$ cat config.mk
export PLATFORM = sky130hd
export DESIGN_NAME = cic_comb_chain
export DESIGN_NICKNAME = d
export VERILOG_FILES = /design/src/rtl/cic_comb_chain.sv
export SDC_FILE = /design/constraint.sdc
export NUM_CORES = 1
export LEC_CHECK = 0
export BUFFER_PORTS_ARGS = -buffer_cell sky130_fd_sc_hd__buf_2
export CORE_AREA = 2 2 138 113
export CTS_BUF_LIST = sky130_fd_sc_hd__clkbuf_2 sky130_fd_sc_hd__clkbuf_4 sky130_fd_sc_hd__clkbuf_8
export DETAILED_ROUTE_END_ITERATION = 6
export DIE_AREA = 0 0 140 115
export PLACE_DENSITY_LB_ADDON = 0.3
export SYNTH_ARGS = -nofsm -noshare
export SYNTH_HDL_FRONTEND = slang
export SYNTH_SLANG_ARGS = --single-unit
$ cat constraint.sdc
create_clock -name clk_i -period 8.9 [get_ports clk_i]
set_input_delay 0.445 -clock clk_i [delete_from_list [all_inputs] [get_ports clk_i]]
set_output_delay 0.445 -clock clk_i [all_outputs]
set_load 0.05 [all_outputs]
$ cat src/rtl/cic_comb_chain.sv
// cic_comb_chain: multi-channel comb section of a decimating CIC filter.
// N cascaded comb stages compute y[n] = x[n] - x[n-M] for each of CH
// channels that arrive time-interleaved on one bus. Each stage is one
// register deep, so latency is N clocks and one sample per clock is sustained.
// Optional feature macro: CIC_COMB_SEQCHK_EN enables channel-order checking
// and counter resync (seq_err_o). Without it the internal channel counter
// tags the samples and ch_i is ignored.
module cic_comb_chain #(
  parameter int DW  = 22,
  parameter int N   = 3,
  parameter int M   = 1,
  parameter int CH  = 1,
  parameter int CHW = (CH > 1) ? $clog2(CH) : 1
) (
  input  logic                  clk_i,
  input  logic                  rst_i,
  input  logic                  clr_i,
  input  logic                  valid_i,
  input  logic [CHW-1:0]        ch_i,
  input  logic signed [DW-1:0]  data_i,
  output logic                  valid_o,
  output logic [CHW-1:0]        ch_o,
  output logic signed [DW-1:0]  data_o,
  output logic                  seq_err_o
);

  // Each stage keeps M samples of history for every channel; with strict
  // round-robin arrival the oldest word is the same channel M samples ago.
  localparam int              DEPTH   = M * CH;
  localparam logic [CHW-1:0]  LAST_CH = CHW'(CH - 1);

  logic [CHW-1:0] exp_ch_reg;
  logic [CHW-1:0] exp_ch_next;
  logic [CHW-1:0] in_tag;

  // Per-stage output registers; element gi is written only by stage gi.
  logic signed [DW-1:0] stage_data [N];
  logic                 stage_valid [N];
  logic [CHW-1:0]       stage_ch [N];

`ifdef CIC_COMB_SEQCHK_EN
  logic [CHW:0] ch_inc;
  logic         mismatch;
  logic         seq_err_reg;

  assign ch_inc   = {1'b0, ch_i} + 1'b1;
  // A single channel has nothing to order, so its tag is never compared.
  assign mismatch = (CH > 1) && (ch_i != exp_ch_reg);
  assign in_tag   = (CH > 1) ? ch_i : '0;

  // Next expected channel: follows ch_i + 1, which both advances the count
  // on a correct sample and resyncs after an out-of-order one.
  always_comb begin
    exp_ch_next = CHW'(int'(ch_inc) % CH);
  end

  // Error flag is a one-cycle pulse after an out-of-order valid sample.
  always_ff @(posedge clk_i or posedge rst_i) begin
    if (rst_i) begin
      seq_err_reg <= 1'b0;
    end else if (clr_i) begin
      seq_err_reg <= 1'b0;
    end else begin
      seq_err_reg <= valid_i && mismatch;
    end
  end

  assign seq_err_o = seq_err_reg;
`else
  logic unused_ch_i;

  assign unused_ch_i = ^ch_i;
  assign in_tag      = exp_ch_reg;
  assign seq_err_o   = 1'b0;

  // Free-running round-robin count, no resync possible without checking.
  always_comb begin
    exp_ch_next = (exp_ch_reg == LAST_CH) ? '0 : exp_ch_reg + 1'b1;
  end
`endif

  // Expected-channel counter advances once per accepted input sample.
  always_ff @(posedge clk_i or posedge rst_i) begin
    if (rst_i) begin
      exp_ch_reg <= '0;
    end else if (clr_i) begin
      exp_ch_reg <= '0;
    end else if (valid_i) begin
      exp_ch_reg <= exp_ch_next;
    end
  end

  genvar gi;
  generate
    for (gi = 0; gi < N; gi++) begin : g_stage
      logic signed [DW-1:0] din;
      logic                 vin;
      logic [CHW-1:0]       cin;
      logic signed [DW-1:0] dly [DEPTH];

      if (gi == 0) begin : g_first
        assign din = data_i;
        assign vin = valid_i;
        assign cin = in_tag;
      end else begin : g_chain
        assign din = stage_data[gi-1];
        assign vin = stage_valid[gi-1];
        assign cin = stage_ch[gi-1];
      end

      // Comb stage: subtract the delayed word (mod 2^DW, wrap intended)
      // and shift the history line only when a sample is present.
      always_ff @(posedge clk_i or posedge rst_i) begin
        if (rst_i) begin
          for (int i = 0; i < DEPTH; i++) dly[i] <= '0;
          stage_data[gi]  <= '0;
          stage_valid[gi] <= 1'b0;
          stage_ch[gi]    <= '0;
        end else if (clr_i) begin
          for (int i = 0; i < DEPTH; i++) dly[i] <= '0;
          stage_data[gi]  <= '0;
          stage_valid[gi] <= 1'b0;
          stage_ch[gi]    <= '0;
        end else begin
          stage_valid[gi] <= vin;
          if (vin) begin
            stage_data[gi] <= din - dly[DEPTH-1];
            stage_ch[gi]   <= cin;
            dly[0]         <= din;
            for (int i = 1; i < DEPTH; i++) dly[i] <= dly[i-1];
          end
        end
      end
    end
  endgenerate

  assign data_o  = stage_data[N-1];
  assign valid_o = stage_valid[N-1];
  assign ch_o    = stage_ch[N-1];

endmodule

Word level (Yosys, flattened, before mapping)
Cells that the tools add are included.
Word-level totals
  logic and storage cells: 44
  bits of input ports: 27
  bits in registers: 139
  output and inout bits: 25
Cells by class
  reductions and logical operators: 3
  add/subtract/negate cells: 4
  muxes and demuxes: 24
Operators by type and width (count)
  $mux W22: 12
  $sub A22 B22 Y22: 3
  $mux W1: 12
  $reduce_bool A2 Y1: 3
  $add A1 B1 Y1 const B: 1

Longest topological paths before layout
  depth after elaboration: 4
  depth in mapped cells: 11
  depth with buffers taken out: 11

Worst setup path before layout
Ideal clock, no wire load.
  kind: input port to flip-flop
  start point: input port data_i[0]
  end point: register stage_data (netlist bit g_stage[1].din[18])
  setup slack: 6378 ps
  setup time: 94 ps
  path buffers: 0
  data arrival time: 2428 ps
  data required time: 8806 ps
  cell stages on the path: 11
  cell sequence: inv_1 > ha_1 > fa_1 > nor2b_1 > o31a_1 > o31a_1 > a211oi_2 > o31ai_1 > a31oi_1 > xor2_1 > a211oi_1
On the way
  cells in the longest elaborated chain, start to end: 3
Ends and longest elaborated chain
  start: declaration: RTL line 20  | input logic signed [DW-1:0] data_i,
  $sub A22 B22 Y22: RTL line 127  | stage_data[gi] <= din - dly[DEPTH-1];
  $mux W22: RTL line 126  | if (vin) begin
  $mux W22: RTL line 119  | end else if (clr_i) begin
  end signal: indexed assignment: RTL line 127
  end: declaration: RTL line 37  | logic signed [DW-1:0] stage_data [N];
No other way between the ends. The select of a mux whose other input is x is not followed.
A chain may end at the register's enable or synchronous reset.

Worst setup path after layout
  start point: register g_stage[0].dly[6] (netlist bit)
  end point: register stage_data (netlist bit g_stage[1].din[21])
On the way
  cells in the longest elaborated chain, start to end: 3
Ends and longest elaborated chain
  start: declaration: RTL line 99  | logic signed [DW-1:0] dly [DEPTH];
  $sub A22 B22 Y22: RTL line 127
  $mux W22: RTL line 126
  $mux W22: RTL line 119
No other way between the ends. The select of a mux whose other input is x is not followed.

==> flow_summary.json <==
{
  "run_status": "finished, violations left",
  "failed_checks": "design-rule violations",
  "post-route-drc-count": 2,
  "startpoint": "g_stage[0].dly[6]",
  "via_count": 6717,
  "cts-root-buf": "sky130_fd_sc_hd__clkbuf_8",
  "totalWireLength_microns": 17100,
  "cp.required_ns": 9.22,
  "cp_slowest_cell": "sky130_fd_sc_hd__a41oi_1",
  "hp-class": "in -> async",
  "final-instance-count-excl-fill": 1172,
  "min_period_ns": 2.78,
  "critPathTopFamily": "compound AO/OA/AOI/OAI gates",
  "postSynthRegisterBits": 135,
  "die-area_sq_um": 16100,
  "power.density_nw_per_um2": 198,
  "synth-seq-area-share_pct": 39.1,
  "synth-edff-count": 0,
  "final_hold_slack_ns": 0.0972,
  "beginning_of_the_worst_register_to_register_path": "g_stage[0].dly[6]",
  "crit_fanout": 6,
  "slew_headroom_pct": 49.5,
  "critical_path.endpoint_type": "flip-flop",
  "cts-resized-gates": 0,
  "crit_arrival_ns": 3.10,
  "maximum_number_of_buffers_from_clock_root_to_sink": 2,
  "dp_cells": 1142,
  "synth_area_sq_um": 8640,
  "clock_latency_ns": 0.45,
  "slew_violations": 0,
  "insertedDiodeCount": 0,
  "fmaxAchievable_mhz": 359,
  "max_stage_delay_ns": 0.44,
  "post_drt_wl_per_cell_microns": 14.6,
  "wire_length_of_the_first_global_routing_pass_microns": 29600,
  "startpoint_type": "flip-flop",
  "cts_tree": "built",
  "synth_area_per_cell_sq_um": 9.23,
  "floorplan.die.width_microns": 140,
  "fillCellCount": 1247,
  "post_route_cells_drive_above_1_share_pct": 10.7,
  "globalRoute.totalOverflow": 0,
  "initial_core_util_pct": 58.6,
  "nets": 1065,
  "tightest_slew_ns": 0.757,
  "ant_nets_after_route": 0,
  "grt_max_degree": 77,
  "grt_setup_unrepaired": "false",
  "cts_htree_levels": 4,
  "clock_pin_slew_reported_for_the_worst_setup_and_hold_paths_after_clock_tree_synthesis_ns": 0.07,
  "setup-tns-final_ns": 0,
  "tritoncts.num_buffers": 17,
  "layout_common_cells": "sky130_fd_sc_hd__nor2_1, sky130_fd_sc_hd__dfrtp_1, sky130_fd_sc_hd__mux2i_1",
  "power.total_uw": 1870,
  "drv.max_cap_violation_count": 0,
  "synth_top_flop_cell": "sky130_fd_sc_hd__dfrtp_1",
  "timing.critical_path.buf_inv": 1,
  "port_buffers": 48,
  "detailedRoute.firstIterationViolations": 430,
  "fp-row-count": 40,
  "synth-warning-count": 0,
  "avgViaCountPerCell": 5.73,
  "finalWeightedCongestion": 0.901,
  "irDropWorstVdd_mv": 0.112,
  "fin_crit_sh_pct": 31.3,
  "total_leakage_power_uw": 0.00443,
  "async_flop_share_pct": 100,
  "finClkSkew_ns": 0.00731,
  "core_area_sq_um": 14800,
  "drt-pass1-iter-count": 7,
  "cts_hold_buf": 0,
  "synth_cells": 937,
  "setup-violations-final": 0,
  "worstRegToRegCells": 10,
  "timing.critical_path.cells": "inv_1, ha_1, a211oi_1, nor2_1, o41ai_1, nand3b_1, a41oi_1, o21ai_0, o2111ai_1, o311ai_1",
  "worst_reg_to_reg_setup_slack_ns": 6.12,
  "top_level_ports": 52,
  "vias_in_the_first_global_route": 6382,
  "setup.worst_path.class": "reg -> reg",
  "antenna_found_initial": 0,
  "detailedPlacementHpwl_microns": 11700,
  "ys_types": 69,
  "final_core_util_pct": 64.0,
  "most_common_library_cell_in_the_layout_ignoring_fill_and_taps": "sky130_fd_sc_hd__nor2_1",
  "cts.sink_count": 135,
  "grt_use_total_pct": 22.4,
  "cts_post_setup_buffers_inserted": 0,
  "areaGrowthSynthToFinish_pct": 9.36,
  "finalHoldViolations": 0,
  "floorplan.die.height_microns": 115,
  "critical_path.reg2reg.endpoint": "g_stage[1].din[21]"
}
[worst register-to-register path, cell delays in order, from the launching register on]
cell and delay, ns:
sky130_fd_sc_hd__dfrtp_1 0.34, sky130_fd_sc_hd__inv_1 0.04, sky130_fd_sc_hd__ha_1 0.35, sky130_fd_sc_hd__a211oi_1 0.26, sky130_fd_sc_hd__nor2_1 0.11, sky130_fd_sc_hd__o41ai_1 0.38
sky130_fd_sc_hd__nand3b_1 0.19, sky130_fd_sc_hd__a41oi_1 0.44, sky130_fd_sc_hd__o21ai_0 0.19, sky130_fd_sc_hd__o2111ai_1 0.22, sky130_fd_sc_hd__o311ai_1 0.13
[how the worst max path moves through the flow]
| stage | to | slack (ns) | depth (start not counted) |
|---|---|---|---|
| floorplan | data_o[0] | 4.84 | 1 |
| global placement | g_stage[1].din[18] | 6.02 | 12 |
| detailed placement | g_stage[1].din[18] | 6.01 | 12 |
| CTS | g_stage[2].din[15] | 6.15 | 9 |
| global route | g_stage[1].din[21] | 5.85 | 10 |
| finish | g_stage[1].din[21] | 6.12 | 10 |
[through the flow]
step                      setup slack, ns  cell area, sq um
final                                6.12              9450
after global routing                 5.85              9450
after CTS                            6.15              9450
after detailed placement             6.01              9030
after global placement               6.02              9030
after floorplan                      4.84              8650
[cell usage after synthesis (10+ instances only)]
cell type / instances / share of area (%)
sky130_fd_sc_hd__o21a_1: 23 / 2.0
sky130_fd_sc_hd__dfrtp_1: 135 / 39
sky130_fd_sc_hd__xnor2_1: 16 / 1.6
sky130_fd_sc_hd__nand3_1: 15 / 0.87
sky130_fd_sc_hd__clkbuf_1: 31 / 1.3
sky130_fd_sc_hd__mux2i_1: 85 / 9.8
sky130_fd_sc_hd__nor3_1: 16 / 0.93
sky130_fd_sc_hd__nand2b_1: 16 / 1.2
sky130_fd_sc_hd__inv_1: 80 / 3.5
sky130_fd_sc_hd__a21o_1: 25 / 2.2
sky130_fd_sc_hd__nand2_1: 46 / 2.0
sky130_fd_sc_hd__xor2_1: 18 / 1.8
sky130_fd_sc_hd__o21ai_0: 27 / 1.6
sky130_fd_sc_hd__a31oi_1: 10 / 0.72
sky130_fd_sc_hd__a211oi_1: 14 / 1.2
sky130_fd_sc_hd__nor2_1: 142 / 6.2
sky130_fd_sc_hd__ha_1: 63 / 9.1
sky130_fd_sc_hd__a21oi_1: 49 / 2.8
sky130_fd_sc_hd__nor2b_1: 13 / 0.94
[per-layer routing]
metal	routed length [microns]	global-route usage, %	share of wire [%]	up-vias
met5	0	0	0	-
met4	155	5.39	0.91	0
met3	602	4.83	3.5	16
met2	7740	35.7	45	98
met1	8600	31.6	50	3268
li1	-	-	-	3335
[flip-flops by register name (all words and copies together) (netlist names)]
name and cells:
g_stage.dly 66, g_stage.din 44, data_o 22, g_stage.vin 2, valid_o 1
[where the power goes]
group / switching, uW / internal, uW / total [uW]
sequential: 30.9 / 656 / 687
combinational: 365 / 261 / 626
clock: 237 / 322 / 559
[area by class of cell]
type                       count  area [sq um]  share of cell area (%)
tap                          189           236                    2.50
multi-input combinational    682          4810                    50.8
timing repair buffer          55           295                    3.12
inverter                      81           309                    3.27
sequential                   135          3380                    35.8
clock buffer                  21           277                    2.92
clock inverter                 9           150                    1.59
[cell families after synthesis]
| kind of cell | Yosys count | synth area share [%] |
|---|---|---|
| compound gates | 207 | 16.7 |
| mux | 87 | 10.1 |
| fa+ha+maj | 66 | 9.81 |
| simple gates | 286 | 15.4 |
| buf+inv | 121 | 5.37 |
| flops | 135 | 39.1 |
| xor+xnor | 34 | 3.44 |
| other cells | 1 | 0.0434 |
Power figures use the tool's default switching activity.
